`config.mk`:
```
export PLATFORM = sky130hd
export DESIGN_NAME = instr_encoder_flat
export DESIGN_NICKNAME = d
export VERILOG_FILES = /design/src/rtl/instr_enc_if.sv /design/src/rtl/instr_encoder.sv /design/src/flat_wrapper.sv
export SDC_FILE = /design/constraint.sdc
export NUM_CORES = 1
export LEC_CHECK = 0
export CAP_MARGIN = 30
export CORE_AREA = 2 2 80 82
export DETAILED_ROUTE_END_ITERATION = 7
export DIE_AREA = 0 0 82 84
export PLACE_DENSITY = 0.85
export SLEW_MARGIN = 20
export SYNTH_ARGS = -nofsm -noshare
export SYNTH_HDL_FRONTEND = slang
export SYNTH_SLANG_ARGS = --single-unit
```
`constraint.sdc`:
```
create_clock -name clk -period 3.5 [get_ports clk]
set_input_delay 0.35 -clock clk [delete_from_list [all_inputs] [get_ports clk]]
set_output_delay 0.35 -clock clk [all_outputs]
set_load 0.005 [all_outputs]
```
`src/rtl/instr_enc_if.sv`:
```
// Host/loader and program-memory signal bundle for instr_encoder.
interface instr_enc_if #(
    parameter int unsigned ADDR_WIDTH = 8
);
    logic                  start;
    logic [ADDR_WIDTH-1:0] base_addr;
    logic [ADDR_WIDTH-1:0] count;
    logic                  in_valid;
    logic                  in_ready;
    logic [4:0]            operation;
    logic                  res_format;
    logic [3:0]            src_a;
    logic [3:0]            src_b;
    logic [3:0]            src_c;
    logic                  src_a_reg;
    logic                  src_b_reg;
    logic                  src_c_reg;
    logic [3:0]            dest;
    logic [4:0]            instr_shift;
    logic                  saturate;
    logic                  no_shift;
    logic [7:0]            res_addr;
    logic                  mem_we;
    logic [ADDR_WIDTH-1:0] mem_addr;
    logic [31:0]           mem_wdata;
    logic                  busy;
    logic                  done;
    logic                  error;

    modport master (
        output start, base_addr, count, in_valid, operation, res_format,
               src_a, src_b, src_c, src_a_reg, src_b_reg, src_c_reg,
               dest, instr_shift, saturate, no_shift, res_addr,
        input  in_ready, mem_we, mem_addr, mem_wdata, busy, done, error
    );

    modport slave (
        input  start, base_addr, count, in_valid, operation, res_format,
               src_a, src_b, src_c, src_a_reg, src_b_reg, src_c_reg,
               dest, instr_shift, saturate, no_shift, res_addr,
        output in_ready, mem_we, mem_addr, mem_wdata, busy, done, error
    );
endinterface

```
`src/rtl/instr_encoder.sv`:
```
// Packs field bundles into 32-bit block instruction words and writes them sequentially.
// Optional INSTR_ENC_CHECK_EN flags format-1 bundles carrying fields that would be dropped.
module instr_encoder #(
    parameter int unsigned ADDR_WIDTH = 8
) (
    input logic         clk,
    input logic         reset_n,
    instr_enc_if.slave  bus
);
    typedef enum logic [0:0] {StIdle, StLoad} state_e;

    state_e                state_q, state_d;
    logic [ADDR_WIDTH-1:0] addr_q, addr_d;
    logic [ADDR_WIDTH-1:0] remaining_q, remaining_d;
    logic [ADDR_WIDTH-1:0] mem_addr_q, mem_addr_d;
    logic [31:0]           wdata_q, wdata_d;
    logic                  mem_we_q, mem_we_d;
    logic                  done_q, done_d;
    logic                  error_q, error_d;
    logic [31:0]           enc_word;
    logic                  in_ready;
    logic                  accept;
    logic                  field_err;

    always_comb begin
        enc_word        = '0;
        enc_word[4:0]   = bus.operation;
        enc_word[5]     = bus.res_format;
        enc_word[10:6]  = {bus.src_a_reg, bus.src_a};
        enc_word[15:11] = {bus.src_b_reg, bus.src_b};
        enc_word[31]    = bus.no_shift;
        if (bus.res_format) begin
            enc_word[19:16] = bus.dest;
            enc_word[27:20] = bus.res_addr;
            enc_word[30:28] = 3'b000;
        end else begin
            enc_word[20:16] = {bus.src_c_reg, bus.src_c};
            enc_word[24:21] = bus.dest;
            enc_word[29:25] = bus.instr_shift;
            enc_word[30]    = ~bus.saturate;
        end
    end

`ifdef INSTR_ENC_CHECK_EN
    // Fields that format 1 has no room for; the word is still written without them.
    assign field_err = bus.res_format & ((bus.src_c != 4'd0) | bus.src_c_reg |
                                         (bus.instr_shift != 5'd0) | ~bus.saturate);
`else
    assign field_err = 1'b0;
`endif

    assign in_ready = (state_q == StLoad) && (remaining_q != '0);
    assign accept   = bus.in_valid & in_ready;

    always_comb begin
        state_d     = state_q;
        addr_d      = addr_q;
        remaining_d = remaining_q;
        mem_addr_d  = mem_addr_q;
        wdata_d     = wdata_q;
        mem_we_d    = 1'b0;
        done_d      = 1'b0;
        error_d     = error_q;
        case (state_q)
            StIdle: begin
                if (bus.start) begin
                    addr_d      = bus.base_addr;
                    remaining_d = bus.count;
                    error_d     = 1'b0;
                    if (bus.count == '0) begin
                        done_d = 1'b1;
                    end else begin
                        state_d = StLoad;
                    end
                end
            end
            StLoad: begin
                if (accept) begin
                    mem_we_d    = 1'b1;
                    mem_addr_d  = addr_q;
                    wdata_d     = enc_word;
                    addr_d      = addr_q + ADDR_WIDTH'(1);
                    remaining_d = remaining_q - ADDR_WIDTH'(1);
                    if (field_err) begin
                        error_d = 1'b1;
                    end
                    // Final word: done lines up with its write strobe.
                    if (remaining_q == ADDR_WIDTH'(1)) begin
                        done_d  = 1'b1;
                        state_d = StIdle;
                    end
                end
            end
            default: state_d = StIdle;
        endcase
    end

    always_ff @(posedge clk) begin
        if (!reset_n) begin
            state_q     <= StIdle;
            addr_q      <= '0;
            remaining_q <= '0;
            mem_addr_q  <= '0;
            wdata_q     <= '0;
            mem_we_q    <= 1'b0;
            done_q      <= 1'b0;
            error_q     <= 1'b0;
        end else begin
            state_q     <= state_d;
            addr_q      <= addr_d;
            remaining_q <= remaining_d;
            mem_addr_q  <= mem_addr_d;
            wdata_q     <= wdata_d;
            mem_we_q    <= mem_we_d;
            done_q      <= done_d;
            error_q     <= error_d;
        end
    end

    assign bus.in_ready  = in_ready;
    assign bus.mem_we    = mem_we_q;
    assign bus.mem_addr  = mem_addr_q;
    assign bus.mem_wdata = wdata_q;
    assign bus.busy      = (state_q == StLoad);
    assign bus.done      = done_q;
    assign bus.error     = error_q;
endmodule

```
`src/flat_wrapper.sv`:
```
// flat-port wrapper written by rule: the top's interface ports become plain ports
module instr_encoder_flat 
#(
    parameter int unsigned ADDR_WIDTH = 8
)
  (clk, reset_n, bus_start, bus_base_addr, bus_count, bus_in_valid, bus_operation, bus_res_format, bus_src_a, bus_src_b, bus_src_c, bus_src_a_reg, bus_src_b_reg, bus_src_c_reg, bus_dest, bus_instr_shift, bus_saturate, bus_no_shift, bus_res_addr, bus_in_ready, bus_mem_we, bus_mem_addr, bus_mem_wdata, bus_busy, bus_done, bus_error);
  instr_enc_if #(.ADDR_WIDTH(ADDR_WIDTH)) bus_i ();
  input logic clk;
  input logic reset_n;
  input wire logic [$bits(bus_i.start)-1:0] bus_start;
  input wire logic [$bits(bus_i.base_addr)-1:0] bus_base_addr;
  input wire logic [$bits(bus_i.count)-1:0] bus_count;
  input wire logic [$bits(bus_i.in_valid)-1:0] bus_in_valid;
  input wire logic [$bits(bus_i.operation)-1:0] bus_operation;
  input wire logic [$bits(bus_i.res_format)-1:0] bus_res_format;
  input wire logic [$bits(bus_i.src_a)-1:0] bus_src_a;
  input wire logic [$bits(bus_i.src_b)-1:0] bus_src_b;
  input wire logic [$bits(bus_i.src_c)-1:0] bus_src_c;
  input wire logic [$bits(bus_i.src_a_reg)-1:0] bus_src_a_reg;
  input wire logic [$bits(bus_i.src_b_reg)-1:0] bus_src_b_reg;
  input wire logic [$bits(bus_i.src_c_reg)-1:0] bus_src_c_reg;
  input wire logic [$bits(bus_i.dest)-1:0] bus_dest;
  input wire logic [$bits(bus_i.instr_shift)-1:0] bus_instr_shift;
  input wire logic [$bits(bus_i.saturate)-1:0] bus_saturate;
  input wire logic [$bits(bus_i.no_shift)-1:0] bus_no_shift;
  input wire logic [$bits(bus_i.res_addr)-1:0] bus_res_addr;
  output wire logic [$bits(bus_i.in_ready)-1:0] bus_in_ready;
  output wire logic [$bits(bus_i.mem_we)-1:0] bus_mem_we;
  output wire logic [$bits(bus_i.mem_addr)-1:0] bus_mem_addr;
  output wire logic [$bits(bus_i.mem_wdata)-1:0] bus_mem_wdata;
  output wire logic [$bits(bus_i.busy)-1:0] bus_busy;
  output wire logic [$bits(bus_i.done)-1:0] bus_done;
  output wire logic [$bits(bus_i.error)-1:0] bus_error;
  assign bus_i.start = bus_start;
  assign bus_i.base_addr = bus_base_addr;
  assign bus_i.count = bus_count;
  assign bus_i.in_valid = bus_in_valid;
  assign bus_i.operation = bus_operation;
  assign bus_i.res_format = bus_res_format;
  assign bus_i.src_a = bus_src_a;
  assign bus_i.src_b = bus_src_b;
  assign bus_i.src_c = bus_src_c;
  assign bus_i.src_a_reg = bus_src_a_reg;
  assign bus_i.src_b_reg = bus_src_b_reg;
  assign bus_i.src_c_reg = bus_src_c_reg;
  assign bus_i.dest = bus_dest;
  assign bus_i.instr_shift = bus_instr_shift;
  assign bus_i.saturate = bus_saturate;
  assign bus_i.no_shift = bus_no_shift;
  assign bus_i.res_addr = bus_res_addr;
  assign bus_in_ready = bus_i.in_ready;
  assign bus_mem_we = bus_i.mem_we;
  assign bus_mem_addr = bus_i.mem_addr;
  assign bus_mem_wdata = bus_i.mem_wdata;
  assign bus_busy = bus_i.busy;
  assign bus_done = bus_i.done;
  assign bus_error = bus_i.error;
  instr_encoder #(.ADDR_WIDTH(ADDR_WIDTH)) u_core (.clk(clk), .reset_n(reset_n), .bus(bus_i));
endmodule
```
==> flow_summary.toml, run 1 <==
[sta]
min_period_ps = 2240
period_share_pct = 64.0
hold_violations = 0
fin_skew_ps = 7.06
worstMarginPinSlew_ps = 836
finalSetupTns_ps = 0
holdWs_ps = 452
rsz0062_at_grt = "false"
drv_slew = 0
setup_viol = 0
slew_headroom_pct = 44.1
fmax_ghz = 0.446

[grt]
groute.usage.overall_pct = 21.8
grt_max_degree = 56
grt_pass1_vias = 2689
grt_pass1_wl_um = 11800
antenna_found_initial = 0
grt_overflow = 0

[clock_network]
cts_tree = "built"
clockRootBuffer = "clkbuf_8"
cts_buffers = 9
clockBufferDepth = 2
clk_pin_slew_ps = 70
cts.htree.levels = 3
clkSinkCount = 59
clkLatencyLatePin_ps = 330
cts_resized = 0
postCtsSetupBuffers = 0
cts-hold-fix-buffers = 0

[die]
rows = 29
coreArea_mm2 = 0.00610
die_area_mm2 = 0.00689
start_util_pct = 45.0
die_h_um = 84
die_width_um = 82
num_io_pins = 105

[setup_path]
start_kind = "flop"
crit_type = "flop to output pin"
worstPathRequired_ps = 3150
end_kind = "output pin"
arrival_ps = 1890
crit_fanout = 5

[yosys]
synth_top_area_share_pct = 43.1
ys_ff_latch = 59
syn_inst = 332
synth_edf_count = 0
synth_top_family_by_area = "compound AO/OA/AOI/OAI gates"
ys.flop_type = "dfxtp_1"
synth_warnings = 0
ys_seq_area_share_pct = 43.1
muxShareOfSynthArea_pct = 5.11
yosys.cell_types.count = 41
synth_fa_ha_area_share_pct = 1.83
synth-simple-area-share_pct = 19.8
synth_fp_nets = 396
synthTopCellsByArea = "dfxtp_1, nand2_1, a21oi_1"
synth.largest_area_cell = "dfxtp_1"
synth.cell_area_mm2 = 0.00274
synth_compound_area_share_pct = 22.7
synthXorXnorAreaFrac_pct = 0
synth.avg_cell_area_um2 = 8.26
async_reset_ff_share_pct = 0

[detailed_routing]
first_iter_violations = 186
vias = 2757
drt-vias-per-instance = 5.45
wire_per_inst_um = 14.2
postRouteAntennaNets = 0
routed_wl_um = 7170
firstDrtPassIters = 4
drc = 0

[layout]
final_cell_mix = "clkdlybuf4s50_1, nand2_1, dfxtp_1, a21oi_1, nor2_1"
drive_gt1_share_pct = 5.83
nNetsFinal = 488
fin_area_mm2 = 0.00396
layout.cells.non_filler = 506
antennaDiodeCount = 0
final_core_util_pct = 65.0
areaGrowthSynthToFinish_pct = 44.5
final_common_cell = "clkdlybuf4s50_1"

[placed_design]
gp_congestion = 0.851
port_buffers = 103
dp_cells = 490
dpl_cell_area_mm2 = 0.00375
dp_hpwl_um = 4930

[power]
power_density_mw_per_mm2 = 446
leakage_nw = 1.42
ir_worst_vdd_mv = 0.328

[flow_run]
drv_cap = 0

[run_status]
status = "complete, no violations"

[hold_path]
hp-class = "flop to flop"
[report_power, final]
group | leakage, nW | internal, mW | total, mW | switching [mW]
sequential | 0.481 | 0.716 | 0.753 | 0.0375
clock | 0.103 | 0.399 | 0.661 | 0.262
combinational | 0.834 | 0.185 | 0.351 | 0.166
[flip-flops by register name (all words and copies together), names as in the netlist]
name / count
u_core.bus.mem_addr: 8
u_core.bus.done: 1
u_core.bus.mem_we: 1
u_core.bus.mem_wdata: 32
u_core.addr_q: 8
u_core.bus.busy: 1
u_core.remaining_q: 8
[worst max-delay path: stages (launching register included)]
cell and delay [ps]:
dfxtp_1 410, inv_1 120, ha_1 280, a31oi_1 210
clkdlybuf4s50_1 540
[per-layer routing]
metal,up-vias,global-route usage [%],part of all wire (%)
li1,1358,-,-
met1,1281,26.0,40
met2,112,36.2,51
met3,6,4.98,7.5
met4,0,10.3,0.92
met5,-,0,0
[worst paths after layout]
kind / start / endpoint / slack (ps) / cells after the start
worst max-delay path: u_core.remaining_q[0]$_SDFFE_PN0P_ / bus_in_ready / 1260 / 4
worst min register to register: u_core.bus.mem_wdata[28]$_SDFFE_PN0P_ / u_core.bus.mem_wdata[28]$_SDFFE_PN0P_ / 450 / 2
worst min-delay path: u_core.bus.mem_wdata[28]$_SDFFE_PN0P_ / u_core.bus.mem_wdata[28]$_SDFFE_PN0P_ / 450 / 2
worst max register to register: u_core.remaining_q[0]$_SDFFE_PN0P_ / u_core.remaining_q[0]$_SDFFE_PN0P_ / 1530 / 6
[synth_stat cells, types with 3 or more instances]
cell       count
nand3_1        5
mux2i_1       14
a211oi_1      11
dfxtp_1       59
buf_4          8
o21ai_0        3
a2bb2oi_1      3
nor2b_1        3
buf_2          3
o22ai_1        5
inv_1          6
and3_1         3
a31oi_1        3
nor4_1         4
nor2_1        21
buf_6          5
clkbuf_1      12
a21oi_1       51
nor3b_1        3
o32ai_1        9
ha_1           4
nand2_1       72
[metrics by stage]
stage | setup WS (ps) | power, mW
final | 1260 | 1.77
after global placement | 1410 | 1.11
after global routing | 1170 | 1.85
after floorplan | 2020 | 0.960
after CTS | 1280 | 1.78
after detailed placement | 1350 | 1.12
[area by class of cell]
| type | count | area (um^2) |
|---|---|---|
| clock inverter | 5 | 77.6 |
| timing repair buffer | 109 | 1080 |
| multi-input combinational | 238 | 1370 |
| tap | 77 | 96.3 |
| clock buffer | 11 | 131 |
| fill | 515 | 2130 |
| inverter | 7 | 26.3 |
| sequential | 59 | 1180 |
[cells by family after synthesis]
group | Yosys count
buffers and inverters | 35
other | 1
AO/OA/AOI/OAI | 98
flip-flops | 59
adder cells (fa/ha/maj) | 4
AND/OR/NAND/NOR | 121
multiplexers | 14
Power figures use the tool's default switching activity.
==> run 2, diff against run 1 <==
--- a/config.mk
+++ b/config.mk
@@ -6,10 +6,10 @@
 export NUM_CORES = 1
 export LEC_CHECK = 0
 export CAP_MARGIN = 30
-export CORE_AREA = 2 2 80 82
+export CORE_AREA = 2 2 86 88
 export DETAILED_ROUTE_END_ITERATION = 7
-export DIE_AREA = 0 0 82 84
-export PLACE_DENSITY = 0.85
+export DIE_AREA = 0 0 88 90
+export PLACE_DENSITY = 0.78
 export SLEW_MARGIN = 20
 export SYNTH_ARGS = -nofsm -noshare
 export SYNTH_HDL_FRONTEND = slang
==> constraint.sdc (replaced) <==
create_clock -name clk -period 1.9 [get_ports clk]
set_input_delay 0.19 -clock clk [delete_from_list [all_inputs] [get_ports clk]]
set_output_delay 0.19 -clock clk [all_outputs]
set_load 0.005 [all_outputs]
==> flow_summary.toml, run 2 (synthesis gave the netlist of run 1 again) <==
[setup_path]
arrival_ps = 1550
rrSetupSlack_ps = 200
r2r_cells = 6
start_kind = "flop"
crit_path_top_delay_cell = "dfxtp_1"
crit_type = "flop to output pin"
r2r-end = "u_core.remaining_q[6]$_SDFFE_PN0P_"
cp_cell_sequence = "nor3_4 -> buf_4 -> a31oi_2 -> dlygate4sd2_1"
crit_fanout = 5
worstPathRequired_ps = 1710
end_kind = "output pin"
r2r-start = "u_core.remaining_q[0]$_SDFFE_PN0P_"
cp_slowest_stage_delay_ps = 370

[detailed_routing]
routed_wl_um = 7420
vias = 2773
postRouteAntennaNets = 0
wire_per_inst_um = 13.7
firstDrtPassIters = 4
drc = 0
drt-vias-per-instance = 5.11
first_iter_violations = 118

[die]
die_area_mm2 = 0.00792
die_width_um = 88
coreArea_mm2 = 0.00702
num_io_pins = 105
start_util_pct = 39.0
die_h_um = 90
rows = 31

[grt]
groute.usage.overall_pct = 18.7
gr-max-usage-layer = "met2"
antenna_found_initial = 0
grt_pass1_vias = 2597
gr-usage-met3_pct = 3.12
use_met2_pct = 31.6
grt_max_degree = 35
grt_pass1_wl_um = 11800
grt_overflow = 0
met1_usage_pct = 23.1

[sta]
finalSetupTns_ps = 0
period_share_pct = 91.7
min_period_ps = 1740
worstMarginPinSlew_ps = 579
fin_skew_ps = 5.81
hold_violations = 0
rsz0062_at_grt = "false"
drv_slew = 0
setup_viol = 0
fmax_ghz = 0.574
slew_headroom_pct = 61.3

[clock_network]
clk_pin_slew_ps = 70
cts.htree.levels = 3
cts_tree = "built"
clockRootBuffer = "clkbuf_8"
cts_buffers = 9
postCtsSetupBuffers = 0
clkSinkCount = 59
clockBufferDepth = 2
clkLatencyLatePin_ps = 330

[power]
p_clk_share_pct = 36.6
internal_power_mw = 2.41
pwr-share-seq_pct = 42.1
p_sw_mw = 0.890
comb_power_share_pct = 21.3
leakage_nw = 1.50
power_density_mw_per_mm2 = 799
ir_worst_vdd_mv = 0.331
swShare_pct = 26.9

[layout]
drive_gt1_share_pct = 10.6
largest_reg_flops = 32
areaGrowthSynthToFinish_pct = 50.7
final_common_cell = "clkdlybuf4s50_1"
fin_area_mm2 = 0.00413
final.fill_count = 644
antennaDiodeCount = 0
final_cell_mix = "clkdlybuf4s50_1, nand2_1, dfxtp_1, a21oi_1"
nNetsFinal = 503

[hold_path]
hold_start = "bus_operation[3]"
min_path_cells = 3
hp-class = "input pin to flop"
hold_path_end = "u_core.bus.mem_wdata[3]$_SDFFE_PN0P_"

[placed_design]
port_buffers = 103
dp_hpwl_um = 5340
dpl_cell_area_mm2 = 0.00391
gp_congestion = 0.863

[flow_run]
drv_cap = 0

[run_status]
status = "complete, no violations"
==> run 2: changes by cell type in the layout (fill, tap and decap cells not counted), sizes merged <==
cell,previous run,this run
clkbuf,11,12
bufinv,2,1
clkdlybuf4s50,103,102
dlygate4sd2,0,1
buf,6,21
==> run 2: worst max-delay path: cells and delay by family, from the launching register on <==
kind | cells | cell delay (ps)
and+or+nand+nor | 1 | 290
AOI/OAI and AO/OA | 1 | 100
buffers and inverters | 2 | 460
DFF | 1 | 370
==> run 2: how the worst max path moves through the flow <==
stage                                             from                                 end  depth (start not counted)
floorplan           u_core.remaining_q[0]$_SDFFE_PN0P_  u_core.remaining_q[5]$_SDFFE_PN0P_                          7
global placement                          bus_in_valid       u_core.addr_q[4]$_SDFFE_PN0P_                          5
detailed placement                        bus_in_valid       u_core.addr_q[3]$_SDFFE_PN0P_                          5
CTS                 u_core.remaining_q[0]$_SDFFE_PN0P_       u_core.addr_q[3]$_SDFFE_PN0P_                          5
global route        u_core.remaining_q[0]$_SDFFE_PN0P_  u_core.remaining_q[6]$_SDFFE_PN0P_                          6
finish              u_core.remaining_q[4]$_SDFFE_PN0P_                        bus_in_ready                          4
==> run 2: power by group through the flow <==
| stage | clock network (mW) | logic [mW] | registers (mW) |
|---|---|---|---|
| floorplan | 0 | 0.363 | 1.41 |
| global placement | 0 | 0.682 | 1.41 |
| detailed placement | 0 | 0.696 | 1.42 |
| CTS | 1.23 | 0.704 | 1.39 |
| global route | 1.28 | 0.766 | 1.40 |
| finish | 1.21 | 0.703 | 1.39 |
==> run 2: final cells by class <==
type	count	area [um^2]	area share, %
Inverter	7	26.3	0.636
Multi-Input combinational cell	238	1380	33.5
Tap cell	99	124	3.00
Sequential cell	59	1180	28.7
Clock inverter	4	47.5	1.15
Timing Repair Buffer	124	1200	29.1
Clock buffer	12	165	4.00
==> run 2: what timing repair did <==
action                     CTS  global route
pin swaps                    1             0
gates resized for setup      5             1
setup endpoints to repair    1            10
hold buffers                 0             0
==> run 2: layer usage <==
metal / up-vias / wire length, um
met5: - / 0
met4: 0 / 109
met2: 110 / 3650
met1: 1259 / 3190
li1: 1392 / -
met3: 12 / 470
==> run 2: through the flow <==
step           hold slack (ps)  utilization, %  std cells  setup WS, ps  power, mW
5_1_grt                    405            58.8        543          55.5       3.45
2_1_floorplan              326               -        332           423       1.77
3_5_place_dp               446            55.6        527          50.8       2.11
6_report                   403            58.8        543           157       3.30
4_1_cts                    397            58.8        543          82.4       3.32
3_3_place_gp               437            55.6        527          89.2       2.10
